## src/rtl/mpu_fault_log.sv

```systemverilog
// Captures MPU violation records into a small FIFO and exposes them through a register window.
// Optional per-record cycle stamp: define MPU_FAULT_TSTAMP_EN.
module mpu_fault_log #(
  parameter int unsigned DEPTH = 4,
  parameter int unsigned PTR_W = 2
) (
  input  logic        clk,
  input  logic        reset,
  input  logic        mpu_irq,
  input  logic [31:0] mpu_pc,
  input  logic [21:0] mpu_addr,
  input  logic        mpu_is_write,
  input  logic        reg_valid,
  output logic        reg_ready,
  input  logic [4:0]  reg_addr,
  input  logic [31:0] reg_wdata,
  input  logic [3:0]  reg_wstrb,
  output logic [31:0] reg_rdata,
  output logic        fault_irq
);

  localparam int unsigned CNT_W = PTR_W + 1;

  localparam logic [2:0] SEL_STATUS  = 3'd0;
  localparam logic [2:0] SEL_CTRL    = 3'd1;
  localparam logic [2:0] SEL_HEAD_PC = 3'd2;
  localparam logic [2:0] SEL_HEAD_AD = 3'd3;
  localparam logic [2:0] SEL_HEAD_IN = 3'd4;
  localparam logic [2:0] SEL_POP     = 3'd5;
  localparam logic [2:0] SEL_TSTAMP  = 3'd6;

  logic             mpu_irq_q;
  logic             reg_ready_q;
  logic [31:0]      reg_rdata_q;
  logic             fault_irq_q;
  logic             irq_en_q, irq_en_d;
  logic             overflow_q, overflow_d;
  logic [7:0]       drop_q, drop_d;
  logic [PTR_W-1:0] wr_ptr_q, wr_ptr_d;
  logic [PTR_W-1:0] rd_ptr_q, rd_ptr_d;
  logic [CNT_W-1:0] count_q, count_d;

  logic [31:0] pc_mem   [DEPTH];
  logic [21:0] addr_mem [DEPTH];
  logic        wr_mem   [DEPTH];

  logic        empty_c, full_c;
  logic        req_c, wr_c, push_req_c, push_ok_c, pop_c, clear_c, ctrl_wr_c;
  logic [2:0]  sel_c;
  logic [31:0] rdata_c;
  logic [31:0] head_ts_c;

  // Bits of the bus that have no function in this window
  logic unused_bits;
  assign unused_bits = ^{reg_wdata[31:2], reg_addr[1:0], reg_wstrb[3:1]};

  assign empty_c    = (count_q == '0);
  assign full_c     = (count_q == CNT_W'(DEPTH));
  assign req_c      = reg_valid & ~reg_ready_q;
  assign wr_c       = req_c & (reg_wstrb != 4'b0000);
  assign sel_c      = reg_addr[4:2];
  assign push_req_c = mpu_irq & ~mpu_irq_q;
  assign push_ok_c  = push_req_c & ~full_c;
  assign pop_c      = wr_c & (sel_c == SEL_POP) & ~empty_c;
  assign ctrl_wr_c  = wr_c & (sel_c == SEL_CTRL) & reg_wstrb[0];
  assign clear_c    = ctrl_wr_c & reg_wdata[1];

`ifdef MPU_FAULT_TSTAMP_EN
  logic [31:0] cyc_q;
  logic [31:0] ts_mem [DEPTH];

  always_ff @(posedge clk) begin
    if (reset) cyc_q <= '0;
    else       cyc_q <= cyc_q + 32'd1;
  end

  always_ff @(posedge clk) begin
    if (push_ok_c && !clear_c) ts_mem[wr_ptr_q] <= cyc_q;
  end

  assign head_ts_c = empty_c ? 32'd0 : ts_mem[rd_ptr_q];
`else
  assign head_ts_c = 32'd0;
`endif

  // FIFO bookkeeping; clear overrides any push or pop in the same cycle
  always_comb begin
    irq_en_d   = irq_en_q;
    overflow_d = overflow_q;
    drop_d     = drop_q;
    wr_ptr_d   = wr_ptr_q;
    rd_ptr_d   = rd_ptr_q;
    count_d    = count_q;
    if (ctrl_wr_c) irq_en_d = reg_wdata[0];
    if (clear_c) begin
      overflow_d = 1'b0;
      drop_d     = '0;
      wr_ptr_d   = '0;
      rd_ptr_d   = '0;
      count_d    = '0;
    end else begin
      if (push_req_c && full_c) begin
        overflow_d = 1'b1;
        if (drop_q != 8'hFF) drop_d = drop_q + 8'd1;
      end
      if (push_ok_c) wr_ptr_d = wr_ptr_q + PTR_W'(1);
      if (pop_c)     rd_ptr_d = rd_ptr_q + PTR_W'(1);
      case ({push_ok_c, pop_c})
        2'b10:   count_d = count_q + CNT_W'(1);
        2'b01:   count_d = count_q - CNT_W'(1);
        default: count_d = count_q;
      endcase
    end
  end

  always_comb begin
    rdata_c = '0;
    case (sel_c)
      SEL_STATUS: begin
        rdata_c[4:0]   = 5'(count_q);
        rdata_c[8]     = empty_c;
        rdata_c[9]     = full_c;
        rdata_c[10]    = overflow_q;
        rdata_c[23:16] = drop_q;
      end
      SEL_CTRL:    rdata_c[0]    = irq_en_q;
      SEL_HEAD_PC: rdata_c       = empty_c ? 32'd0 : pc_mem[rd_ptr_q];
      SEL_HEAD_AD: rdata_c[21:0] = empty_c ? 22'd0 : addr_mem[rd_ptr_q];
      SEL_HEAD_IN: rdata_c[0]    = empty_c ? 1'b0 : wr_mem[rd_ptr_q];
      SEL_TSTAMP:  rdata_c       = head_ts_c;
      default:     rdata_c       = '0;
    endcase
  end

  always_ff @(posedge clk) begin
    if (push_ok_c && !clear_c) begin
      pc_mem[wr_ptr_q]   <= mpu_pc;
      addr_mem[wr_ptr_q] <= mpu_addr;
      wr_mem[wr_ptr_q]   <= mpu_is_write;
    end
  end

  always_ff @(posedge clk) begin
    if (reset) begin
      mpu_irq_q   <= 1'b0;
      reg_ready_q <= 1'b0;
      reg_rdata_q <= '0;
      fault_irq_q <= 1'b0;
      irq_en_q    <= 1'b0;
      overflow_q  <= 1'b0;
      drop_q      <= '0;
      wr_ptr_q    <= '0;
      rd_ptr_q    <= '0;
      count_q     <= '0;
    end else begin
      mpu_irq_q   <= mpu_irq;
      reg_ready_q <= req_c;
      reg_rdata_q <= req_c ? rdata_c : 32'd0;
      fault_irq_q <= irq_en_q & ~empty_c;
      irq_en_q    <= irq_en_d;
      overflow_q  <= overflow_d;
      drop_q      <= drop_d;
      wr_ptr_q    <= wr_ptr_d;
      rd_ptr_q    <= rd_ptr_d;
      count_q     <= count_d;
    end
  end

  assign reg_ready = reg_ready_q;
  assign reg_rdata = reg_rdata_q;
  assign fault_irq = fault_irq_q;

endmodule

```

## config.mk

```make
export PLATFORM = sky130hd
export DESIGN_NAME = mpu_fault_log
export DESIGN_NICKNAME = d
export VERILOG_FILES = /design/src/rtl/mpu_fault_log.sv
export SDC_FILE = /design/constraint.sdc
export NUM_CORES = 1
export LEC_CHECK = 0
export ABC_AREA = 1
export BUFFER_PORTS_ARGS = -buffer_cell sky130_fd_sc_hd__buf_2
export CAP_MARGIN = 20
export CORE_MARGIN = 10
export CORE_UTILIZATION = 60
export CTS_BUF_LIST = sky130_fd_sc_hd__clkbuf_8
export CTS_CLUSTER_SIZE = 16
export DETAILED_ROUTE_END_ITERATION = 10
export PLACE_DENSITY = 0.82
export REMOVE_ABC_BUFFERS = 1
export SLEW_MARGIN = 20
export SYNTH_ARGS = -nofsm -noshare
export SYNTH_HDL_FRONTEND = slang
export SYNTH_SLANG_ARGS = --single-unit
```

## constraint.sdc

```tcl
create_clock -name clk -period 4.5 [get_ports clk]
set_input_delay 0.225 -clock clk [delete_from_list [all_inputs] [get_ports clk]]
set_output_delay 0.225 -clock clk [all_outputs]
set_load 0.01 [all_outputs]
```

==> results of run 1 <==
per-layer routing:
| metal | up-vias | GRT usage (%) |
|---|---|---|
| met4 | 0 | 6.04 |
| met5 | - | 0 |
| met1 | 3494 | 24.0 |
| li1 | 3425 | - |
| met3 | 31 | 4.60 |
| met2 | 283 | 33.3 |
power by group through the flow:
stage / Combinational, mW / Clock (mW) / Sequential (mW)
after CTS: 0.249 / 2.01 / 2.83
after detailed placement: 0.206 / 0 / 2.88
final: 0.251 / 1.99 / 2.83
after global routing: 0.276 / 2.14 / 2.83
after floorplan: 0.103 / 0 / 2.89
after global placement: 0.199 / 0 / 2.88
stage by stage:
step / std cells / total power, mW / hold slack, ns / util [%] / instance area [um^2]
2_1_floorplan: 831 / 2.99 / 0.297 / - / 10300
3_3_place_gp: 1168 / 3.08 / 0.438 / 64.9 / 11200
3_5_place_dp: 1168 / 3.09 / 0.441 / 64.9 / 11200
4_1_cts: 1304 / 5.09 / 0.101 / 73.1 / 12600
5_1_grt: 1306 / 5.25 / 0.125 / 73.2 / 12600
6_report: 1306 / 5.07 / 0.131 / 73.2 / 12600
final cells by class:
class,instances,area share (%)
Antenna cell,2,0.0397
Clock buffer,47,5.13
Clock inverter,30,1.42
Inverter,48,1.46
Multi-Input combinational cell,509,19.4
Sequential cell,274,61.0
Tap cell,225,2.23
Timing Repair Buffer,171,9.34
registers in the layout, summed over array words and instances, names as in the netlist, named ones only:
signal / count
addr_mem: 88
count_q: 3
drop_q: 8
fault_irq: 1
irq_en_q: 1
mpu_irq_q: 1
overflow_q: 1
pc_mem: 128
rd_ptr_q: 2
reg_rdata: 32
reg_ready: 1
wr_mem: 4
wr_ptr_q: 2
cell families after synthesis:
family / count (synthesis) / share of synthesized area, %
XOR/XNOR: 6 / 0.499
adder cells (fa/ha/maj): 7 / 0.903
flip-flops: 274 / 73.0
AO/OA/AOI/OAI: 182 / 9.24
buffers and inverters: 91 / 4.03
AND/OR/NAND/NOR: 314 / 12.3
placed cells by master (no fill, tap or decap), types with 5 or more instances in the layout:
master                          instances
sky130_fd_sc_hd__dfxtp_1               52
sky130_fd_sc_hd__buf_4                 11
sky130_fd_sc_hd__ha_1                   6
sky130_fd_sc_hd__xor2_1                 5
sky130_fd_sc_hd__clkbuf_8              47
sky130_fd_sc_hd__nand2_1              108
sky130_fd_sc_hd__buf_2                101
sky130_fd_sc_hd__o21ai_0              108
sky130_fd_sc_hd__dlygate4sd3_1         59
sky130_fd_sc_hd__nor2_4                 5
sky130_fd_sc_hd__nor2_1               146
sky130_fd_sc_hd__edfxtp_1             220
sky130_fd_sc_hd__inv_1                 60
sky130_fd_sc_hd__a21oi_1               29
sky130_fd_sc_hd__nand3_1               39
sky130_fd_sc_hd__clkinv_1               5
sky130_fd_sc_hd__o22ai_1               40
worst max path at each step:
stage	endpoint	start	slack, ns
2_1_floorplan	reg_rdata[1]	flop	0.76
3_3_place_gp	pc_mem[1][28]	count_q[1]	1.84
3_5_place_dp	pc_mem[1][25]	count_q[1]	1.79
4_1_cts	addr_mem[1][20]	count_q[1]	1.78
5_1_grt	reg_rdata[23]	flop	1.51
6_report	pc_mem[0][7]	count_q[0]	1.75
critical path: stages (launching register included):
cell and delay, ns:
sky130_fd_sc_hd__dfxtp_1 0.38, sky130_fd_sc_hd__nor2_1 0.09, sky130_fd_sc_hd__nand2_2 0.09, sky130_fd_sc_hd__nand3_1 0.16, sky130_fd_sc_hd__inv_1 0.14, sky130_fd_sc_hd__nand2_1 0.23
sky130_fd_sc_hd__nor2_4 0.62, sky130_fd_sc_hd__buf_4 0.64
synthesized netlist by cell type:
master / instances / area, um^2
sky130_fd_sc_hd__inv_4: 1 / 6.26
sky130_fd_sc_hd__or2_1: 2 / 12.5
sky130_fd_sc_hd__ha_1: 6 / 75.1
sky130_fd_sc_hd__xnor2_1: 1 / 8.76
sky130_fd_sc_hd__dfxtp_1: 54 / 1080
sky130_fd_sc_hd__nand3_1: 39 / 195
sky130_fd_sc_hd__nor3_4: 2 / 32.5
sky130_fd_sc_hd__nand2_1: 108 / 405
sky130_fd_sc_hd__or2_2: 1 / 6.26
sky130_fd_sc_hd__nand2_2: 3 / 18.8
sky130_fd_sc_hd__clkbuf_1: 12 / 45.0
sky130_fd_sc_hd__buf_2: 19 / 95.1
sky130_fd_sc_hd__buf_6: 3 / 33.8
sky130_fd_sc_hd__edfxtp_1: 220 / 6610
sky130_fd_sc_hd__a22oi_1: 2 / 15.0
sky130_fd_sc_hd__nor2_2: 2 / 12.5
sky130_fd_sc_hd__buf_4: 9 / 67.6
sky130_fd_sc_hd__nor2_4: 1 / 11.3
sky130_fd_sc_hd__a31oi_1: 2 / 12.5
sky130_fd_sc_hd__inv_2: 4 / 15.0
sky130_fd_sc_hd__nor2_1: 151 / 567
sky130_fd_sc_hd__fa_1: 1 / 20.0
sky130_fd_sc_hd__a21oi_2: 1 / 8.76
sky130_fd_sc_hd__xor2_1: 5 / 43.8
sky130_fd_sc_hd__clkinv_1: 2 / 7.51
sky130_fd_sc_hd__nand2_4: 1 / 11.3
sky130_fd_sc_hd__nand4_1: 2 / 12.5
sky130_fd_sc_hd__a21oi_1: 29 / 145
sky130_fd_sc_hd__o22ai_1: 40 / 250
sky130_fd_sc_hd__nor3_1: 2 / 10.0
sky130_fd_sc_hd__inv_1: 41 / 154
sky130_fd_sc_hd__o21ai_0: 108 / 541
==> impl_metrics.toml, run 1 <==
[worst_setup_path]
path_class = "reg2reg"
crit_path_max_fanout = 39
regToRegSetupSlack_ns = 1.75
critical_path.endpoint_type = "flop"
crit-reg2reg-launch = "count_q[0]"
cp.arrival_ns = 2.91
worst_ep_required_time_ns = 4.66
crit-reg2reg-capture = "pc_mem[0][7]"
worst_r2r_path_depth = 7
startpoint_type = "flop"

[die]
floorplan.initialDensity_pct = 61.1
num_rows = 48
die_area_mm2 = 0.0232
die_w_um = 152
boundaryPins = 134
die-height_um = 152
core_region_area_mm2 = 0.0172

[cts]
clkLatencyLatePin_ns = 0.54
cts-root-to-sink-buffers = 3
cts.sinks = 274
clock_tree_from_tritoncts = "yes"
cts_buf_count = 42
clock-root-buffer = "sky130_fd_sc_hd__clkbuf_8"
post_cts_setup_buffers = 0
cts-htree-levels = 2
holdBufCountCts = 59
clkTransAtPathRegs_ns = 0.06
quantity_of_gates_resized_following_cts = 0

[flow_run]
maxCapViolations = 0

[sta]
layout_setup_ws_ns = 1.75
min_period_ns = 2.75
final-hold-violation-count = 0
worstMarginPinSlew_ns = 1.05
min_period_over_period_pct = 61.1
setup-tns-final_ns = 0
rsz0062_at_grt = "false"
slew_violations = 0
skew_ns = 0.0208
fmax_mhz = 364
final-setup-viol-count = 0
relSlewSlack_pct = 30.2

[routing]
vias_per_cell = 5.54
drc = 0
dr.max_layer_used = "met4"
met3_routed_length_mm = 1.78
via_count = 7233
drt.antenna.violating_nets = 0
drt-wirelength-per-cell_um = 17.9
dr.pass1.iters = 5
total_detailed_routing_wirelength_mm = 23.3
route.met2.wl_mm = 11.8
drt-initial-drc-count = 709
m1WireLength_mm = 9.41

[yosys]
flop_and_latch_count_out_of_synthesis = 274
postSynthCellCount = 874
postSynthAreaPerCell_um2 = 12.0
synth_cell_type_count = 32
synth-seq-area-share_pct = 73.0
syn-cell-area_mm2 = 0.0105
yosys_warnings = 0

[pwr]
sw_frac_of_total_pct = 21.4
sequentialPowerShare_pct = 55.8
clockPowerShare_pct = 39.3
internal_power_mw = 3.98
p_per_area_mw_per_mm2 = 402
combPwrFrac_pct = 4.9
cellLeakagePower_nw = 4.87
switchingPower_mw = 1.09
vdd.ir_drop.worst_mv = 0.346

[hold_path]
whs_endpoint = "reg_rdata[0]"
timing.hold.worst.start = "reg_addr[4]"
holdPathStages = 6
kind_of_path_behind_the_tightest_hold_check = "in2reg"

[layout]
fillerInstances = 1103
nNetsFinal = 1153
seq_area_mm2 = 0.00769
drive_above_1_share_pct = 17.6
area_of_the_multi_input_gates_mm2 = 0.00245
syn_to_final_growth_pct = 19.8

[global_routing]
first_global_vias = 7213
grt_overflow_total = 0
global_route_wire_length_before_repair_mm = 36.9
grt_max_degree = 69
grt_antenna_before_repair = 2
overall_fraction_of_global_route_tracks_in_use_pct = 19.4

[place]
gp_congestion = 0.840
buffer_ports.inserted = 101
hpwl_mm = 12.8
preCtsSetupSlack_ns = 1.79

[status]
status = "completed"
(Power assumes the default switching activity.)
==> inputs of run 2 (changes only) <==
ABC_AREA = 0   (was 1)
CORE_UTILIZATION = 59   (was 60)
PLACE_DENSITY = 0.81   (was 0.82)
clock period = 2.75 ns   (was 4.5 ns; I/O delays follow)
==> run 2 against run 1 <==
Critical path depth increased by 1. Worst setup slack got worse by 1.4 ns. Utilization grew 1.6 points. Hold slack better by 0.20 ns. Critical endpoint is now count_q[2]. Largest cell class unchanged.
==> impl_metrics.toml, run 2 <==
[status]
status = "completed"

[routing]
dr.pass1.iters = 4
vias_per_cell = 5.57
total_detailed_routing_wirelength_mm = 21.2
via_count = 5416
drt-initial-drc-count = 438
drt.antenna.violating_nets = 0
drc = 0
drt-wirelength-per-cell_um = 21.7

[yosys]
ys_top_cells_by_count = "sky130_fd_sc_hd__edfxtp_1, sky130_fd_sc_hd__mux4_2, sky130_fd_sc_hd__dfxtp_1"
synth_top_family_by_area = "multiplexers"
synth-seq-area-share_pct = 75.5
synth-adder-area-share_pct = 0.934
postSynthCellCount = 511
synth.mux.area_fraction_pct = 14.5
synth_cell_type_count = 47
synth_compound_area_share_pct = 2.53
synth-simple-area-share_pct = 4.56
yosys_warnings = 0
synth.most_common_cell = "sky130_fd_sc_hd__edfxtp_1"
synthDominantCellAreaShare_pct = 64.9
number_of_flops_mapped_to_enable_cells_by_yosys = 220
dominantRegCellSynth = "sky130_fd_sc_hd__edfxtp_1"
top_cells_by_area_synth = "sky130_fd_sc_hd__edfxtp_1, sky130_fd_sc_hd__mux4_2, sky130_fd_sc_hd__dfxtp_1"
synthesized_area_fraction_occupied_by_xor_and_xnor_cells_pct = 0.602
flop_and_latch_count_out_of_synthesis = 274
asyncSetResetFlopFracSynth_pct = 0
syn-cell-area_mm2 = 0.0102
synth_top_area_cell = "sky130_fd_sc_hd__edfxtp_1"
postSynthAreaPerCell_um2 = 19.9

[die]
die_area_mm2 = 0.0229
boundaryPins = 134
core_region_area_mm2 = 0.0168
num_rows = 47
die-height_um = 151
floorplan.initialDensity_pct = 60.8
die_w_um = 151

[global_routing]
grt_max_degree = 39
overall_fraction_of_global_route_tracks_in_use_pct = 19.2
first_global_vias = 6027
global_route_wire_length_before_repair_mm = 33.4
grt_antenna_before_repair = 1
grt_overflow_total = 0

[flow_run]
maxCapViolations = 0

[worst_setup_path]
startpoint_type = "flop"
path_class = "reg2reg"
crit-reg2reg-launch = "count_q[0]"
crit_chain = "nor3_1 -> nor4b_4 -> ha_1 -> inv_1 -> fa_1 -> xor2_1 -> or3_1 -> a21oi_1"
cpMaxStageDelayCell = "sky130_fd_sc_hd__dfxtp_1"
crit-reg2reg-capture = "count_q[2]"
regToRegSetupSlack_ns = 0.37
cp.arrival_ns = 2.84
crit_path_max_fanout = 5
worst_r2r_path_depth = 8
worst_ep_required_time_ns = 3.21
cp_slowest_stage_delay_ns = 0.45
critical_path.endpoint_type = "flop"

[place]
hpwl_mm = 12.7
buffer_ports.inserted = 101
gp_congestion = 0.834
dp.cells = 829

[layout]
drive_above_1_share_pct = 31.6
mostFrequentLayoutCell = "sky130_fd_sc_hd__edfxtp_1"
fillerInstances = 955
nNetsFinal = 825
seq_area_mm2 = 0.00769
syn_to_final_growth_pct = 23.0
area_of_the_multi_input_gates_mm2 = 0.00236
instances_no_fill = 973
largest_register_ff_count = 128
top_register = "pc_mem"
layout.cells.most_common_list = "sky130_fd_sc_hd__edfxtp_1, sky130_fd_sc_hd__buf_2, sky130_fd_sc_hd__dlygate4sd3_1, sky130_fd_sc_hd__mux4_2, sky130_fd_sc_hd__dfxtp_1"

[sta]
min_period_over_period_pct = 86.4
fmax_mhz = 421
rsz0062_at_grt = "false"
final-setup-viol-count = 0
worstMarginPinSlew_ns = 0.687
skew_ns = 0.0262
relSlewSlack_pct = 54.0
finalHoldWorstSlack_ns = 0.331
min_period_ns = 2.38
slew_violations = 0
final-hold-violation-count = 0

[cts]
quantity_of_gates_resized_following_cts = 0
clock_tree_from_tritoncts = "yes"
cts-htree-levels = 2
clock-root-buffer = "sky130_fd_sc_hd__clkbuf_8"
post_cts_setup_buffers = 0
cts_buf_count = 43
clkLatencyLatePin_ns = 0.56
cts.sinks = 274
clkTransAtPathRegs_ns = 0.06
cts-root-to-sink-buffers = 3

[hold_path]
kind_of_path_behind_the_tightest_hold_check = "in2reg"
holdPathStages = 5
timing.hold.worst.start = "reg_wdata[1]"
whs_endpoint = "drop_q[5]"

[pwr]
cellLeakagePower_nw = 4.44
vdd.ir_drop.worst_mv = 0.559
p_per_area_mw_per_mm2 = 657
-- run 2: cell types whose count changed in the layout (fill, tap and decap cells not counted), moves of 9 or more --
| cell | previous run | this run |
|---|---|---|
| sky130_fd_sc_hd__o21ai_0 | 108 | 4 |
| sky130_fd_sc_hd__inv_1 | 60 | 27 |
| sky130_fd_sc_hd__buf_12 | 0 | 9 |
| sky130_fd_sc_hd__mux4_2 | 0 | 55 |
| sky130_fd_sc_hd__a21oi_1 | 29 | 9 |
| sky130_fd_sc_hd__nor2_1 | 146 | 27 |
| sky130_fd_sc_hd__nand3_1 | 39 | 7 |
| sky130_fd_sc_hd__mux2i_1 | 0 | 24 |
| sky130_fd_sc_hd__o2bb2ai_1 | 0 | 9 |
| sky130_fd_sc_hd__nand2_1 | 108 | 9 |
| sky130_fd_sc_hd__o22ai_1 | 40 | 2 |
| sky130_fd_sc_hd__nor2b_1 | 0 | 9 |
-- run 2: worst max-delay path: cells and delay by family (launching register included) --
kind                     cells  cell delay, ns
AO/OA/AOI/OAI                1            0.14
AND/OR/NAND/NOR              3            0.87
XOR/XNOR                     1            0.16
buffers and inverters        1            0.06
adder cells (fa/ha/maj)      2            0.62
flip-flops                   1            0.45
-- run 2: power by group --
part	switching (mW)	internal, mW
clock network	1.50	1.56
logic	0.253	0.243
registers	0.0440	4.63
total	1.80	6.43
-- run 2: cells by family after synthesis --
| kind of cell | count (synthesis) |
|---|---|
| compound gates | 35 |
| buf+inv | 27 |
| simple gates | 82 |
| mux | 79 |
| flops | 274 |
| fa+ha+maj | 7 |
| xor+xnor | 7 |
-- run 2: layout make-up --
class	count	area share, %
Sequential cell	274	61.4
Clock buffer	46	5.05
Inverter	7	0.210
Multi-Input combinational cell	210	18.9
Tap cell	220	2.20
Antenna cell	1	0.0200
Clock inverter	33	1.16
Timing Repair Buffer	182	11.1
-- run 2: how the worst max path moves through the flow --
stage / start / to / slack [ns]
after floorplan: flop / reg_rdata[8] / -0.15
after global placement: count_q[0] / count_q[2] / 0.46
after detailed placement: count_q[0] / count_q[2] / 0.39
after CTS: count_q[0] / count_q[2] / 0.38
after global routing: count_q[0] / count_q[2] / 0.24
final: count_q[0] / count_q[2] / 0.37
-- run 2: routing by layer --
metal | wire (um) | track usage, % | share of wire (%) | vias to the layer above
met5 | 0 | 0 | 0 | -
met4 | 477 | 7.60 | 2.3 | 0
met3 | 1470 | 4.42 | 6.9 | 40
li1 | - | - | - | 2482
met1 | 7870 | 23.3 | 37 | 2704
met2 | 11300 | 32.7 | 54 | 190
-- run 2: what timing repair did --
item | 4_1_cts | 5_1_grt
hold endpoints to repair | 228 | 0
setup endpoints to repair | 0 | 0
hold buffers | 64 | 0
-- run 2: per-stage QoR --
stage	setup slack, ns	power (mW)	util [%]	instance area (um^2)	TNS (ns)
final	0.374	8.23	74.7	12500	0
after global routing	0.238	8.52	74.7	12500	0
after CTS	0.384	8.25	74.7	12500	0
after detailed placement	0.392	5.18	66.3	11100	0
after global placement	0.464	5.14	66.3	11100	0
after floorplan	-0.150	4.97	-	10100	-1.45
==> inputs of run 3 (changes only) <==
==> constraint.sdc (replaced) <==
create_clock -name clk -period 2.75 [get_ports clk]
set_input_delay 0.275 -clock clk [delete_from_list [all_inputs] [get_ports clk]]
set_output_delay 0.275 -clock clk [all_outputs]
set_load 0.01 [all_outputs]
==> run 3 against run 2 <==
Global-route usage down 0.82 points. Flip-flop and latch count did not move. Clock power about the same. Critical endpoint unchanged. Largest cell class unchanged. Highest routed layer unchanged.
==> impl_metrics.toml, run 3 (same netlist as run 2, synthesis figures left out) <==
[cts]
cts_buf_count = 43
clock_tree_from_tritoncts = "yes"
clock-root-buffer = "sky130_fd_sc_hd__clkbuf_8"
cts-root-to-sink-buffers = 3
clkTransAtPathRegs_ns = 0.06
cts.sinks = 274
post_cts_setup_buffers = 0
clkLatencyLatePin_ns = 0.53
cts-htree-levels = 2

[place]
gp_congestion = 0.824
hpwl_mm = 12.3
buffer_ports.inserted = 101
preCtsSetupSlack_ns = 0.268
detailed_place.area_mm2 = 0.0110

[global_routing]
first_global_vias = 5893
grt_antenna_before_repair = 0
grt_overflow_total = 0
global_route_wire_length_before_repair_mm = 32.3
grt_max_degree = 52
overall_fraction_of_global_route_tracks_in_use_pct = 18.4

[die]
num_rows = 47
die_area_mm2 = 0.0229
core_region_area_mm2 = 0.0168
die-height_um = 151
boundaryPins = 134
floorplan.initialDensity_pct = 60.8
die_w_um = 151

[pwr]
p_per_area_mw_per_mm2 = 663
sequentialPowerShare_pct = 56.8
sw_frac_of_total_pct = 21.5
cellLeakagePower_nw = 4.37
vdd.ir_drop.worst_mv = 0.498
clockPowerShare_pct = 37.5
internal_power_mw = 6.45
switchingPower_mw = 1.77
combPwrFrac_pct = 5.7

[worst_setup_path]
crit-reg2reg-launch = "count_q[0]"
path_class = "reg2reg"
critical_path.endpoint_type = "flop"
worst_ep_required_time_ns = 3.20
crit-reg2reg-capture = "count_q[2]"
startpoint_type = "flop"
regToRegSetupSlack_ns = 0.35
cp.arrival_ns = 2.86
worst_r2r_path_depth = 8
crit_path_max_fanout = 5

[layout]
fin_area_mm2 = 0.0124
largest_register_ff_count = 128
drive_above_1_share_pct = 31.5
nNetsFinal = 817
num_antenna_cells = 0
mostFrequentLayoutCell = "sky130_fd_sc_hd__edfxtp_1"
top_register = "pc_mem"
layout.cells.most_common_list = "sky130_fd_sc_hd__edfxtp_1, sky130_fd_sc_hd__buf_2, sky130_fd_sc_hd__dlygate4sd3_1, sky130_fd_sc_hd__mux4_2, sky130_fd_sc_hd__dfxtp_1"
syn_to_final_growth_pct = 21.7

[routing]
drt-initial-drc-count = 366
vias_per_cell = 5.64
drt.antenna.violating_nets = 0
drt-wirelength-per-cell_um = 21.1
dr.pass1.iters = 5
total_detailed_routing_wirelength_mm = 20.4
via_count = 5432
drc = 0

[flow_run]
maxCapViolations = 0

[sta]
relSlewSlack_pct = 50.4
worstMarginPinSlew_ns = 0.742
rsz0062_at_grt = "false"
min_period_ns = 2.40
slew_violations = 0
layout_setup_ws_ns = 0.347
final-setup-viol-count = 0
final-hold-violation-count = 0
min_period_over_period_pct = 87.4
skew_ns = 0.0167
fmax_mhz = 416

[hold_path]
timing.hold.worst.start = "reg_valid"
kind_of_path_behind_the_tightest_hold_check = "in2reg"
whs_endpoint = "reg_ready"
holdPathStages = 2

[status]
status = "completed"
-- run 3: critical path, cell delays in order (launching register included) --
cell,delay [ns]
sky130_fd_sc_hd__dfxtp_1,0.44
sky130_fd_sc_hd__nor3_1,0.14
sky130_fd_sc_hd__nor4b_4,0.40
sky130_fd_sc_hd__ha_1,0.26
sky130_fd_sc_hd__inv_1,0.07
sky130_fd_sc_hd__fa_1,0.38
sky130_fd_sc_hd__xor2_1,0.17
sky130_fd_sc_hd__or3_1,0.32
sky130_fd_sc_hd__a21oi_1,0.15
-- run 3: through the flow --
step           TNS (ns)  hold slack [ns]  total power [mW]  util (%)  cells
2_1_floorplan     -1.45            0.347              4.97         -    491
3_3_place_gp          0            0.449              5.13      65.7    826
3_5_place_dp          0            0.463              5.16      65.7    826
4_1_cts               0           0.0475              8.28      73.9    963
5_1_grt               0           0.0629              8.52      73.9    963
6_report              0           0.0767              8.22      73.9    963
-- run 3: cell type report --
cell class | count | area (um^2)
Tap cell | 220 | 275
Clock inverter | 30 | 123
Sequential cell | 274 | 7690
Timing Repair Buffer | 174 | 1250
Multi-Input combinational cell | 210 | 2360
Inverter | 7 | 26.3
Fill cell | 968 | 4370
Clock buffer | 48 | 661
-- run 3: worst max path at each step --
stage | endpoint | slack (ns) | start | cells after the start
final | count_q[2] | 0.35 | count_q[0] | 8
after global routing | count_q[2] | 0.19 | count_q[0] | 8
after CTS | count_q[2] | 0.33 | count_q[0] | 8
after detailed placement | count_q[2] | 0.27 | reg_addr[3] | 9
after global placement | count_q[2] | 0.38 | reg_addr[2] | 9
after floorplan | reg_rdata[8] | -0.15 | flop | 4
-- run 3: routing by layer --
metal | share of wire (%) | track usage (%) | up-vias
met5 | 0 | 0 | -
met4 | 1.7 | 5.97 | 0
met3 | 6.1 | 4.00 | 33
met2 | 52 | 31.5 | 175
met1 | 40 | 22.9 | 2755
li1 | - | - | 2469
-- run 3: power by group through the flow --
stage	clock, mW	combinational [mW]	sequential [mW]
after global placement	0	0.385	4.74
after floorplan	0	0.215	4.75
after CTS	3.14	0.473	4.67
after detailed placement	0	0.403	4.76
after global routing	3.33	0.513	4.68
final	3.08	0.471	4.67
-- run 3: repair_timing --
action                                 4_1_cts  5_1_grt
gates resized for setup                      0        0
endpoints found under the hold margin      223        0
hold buffers                                59        0
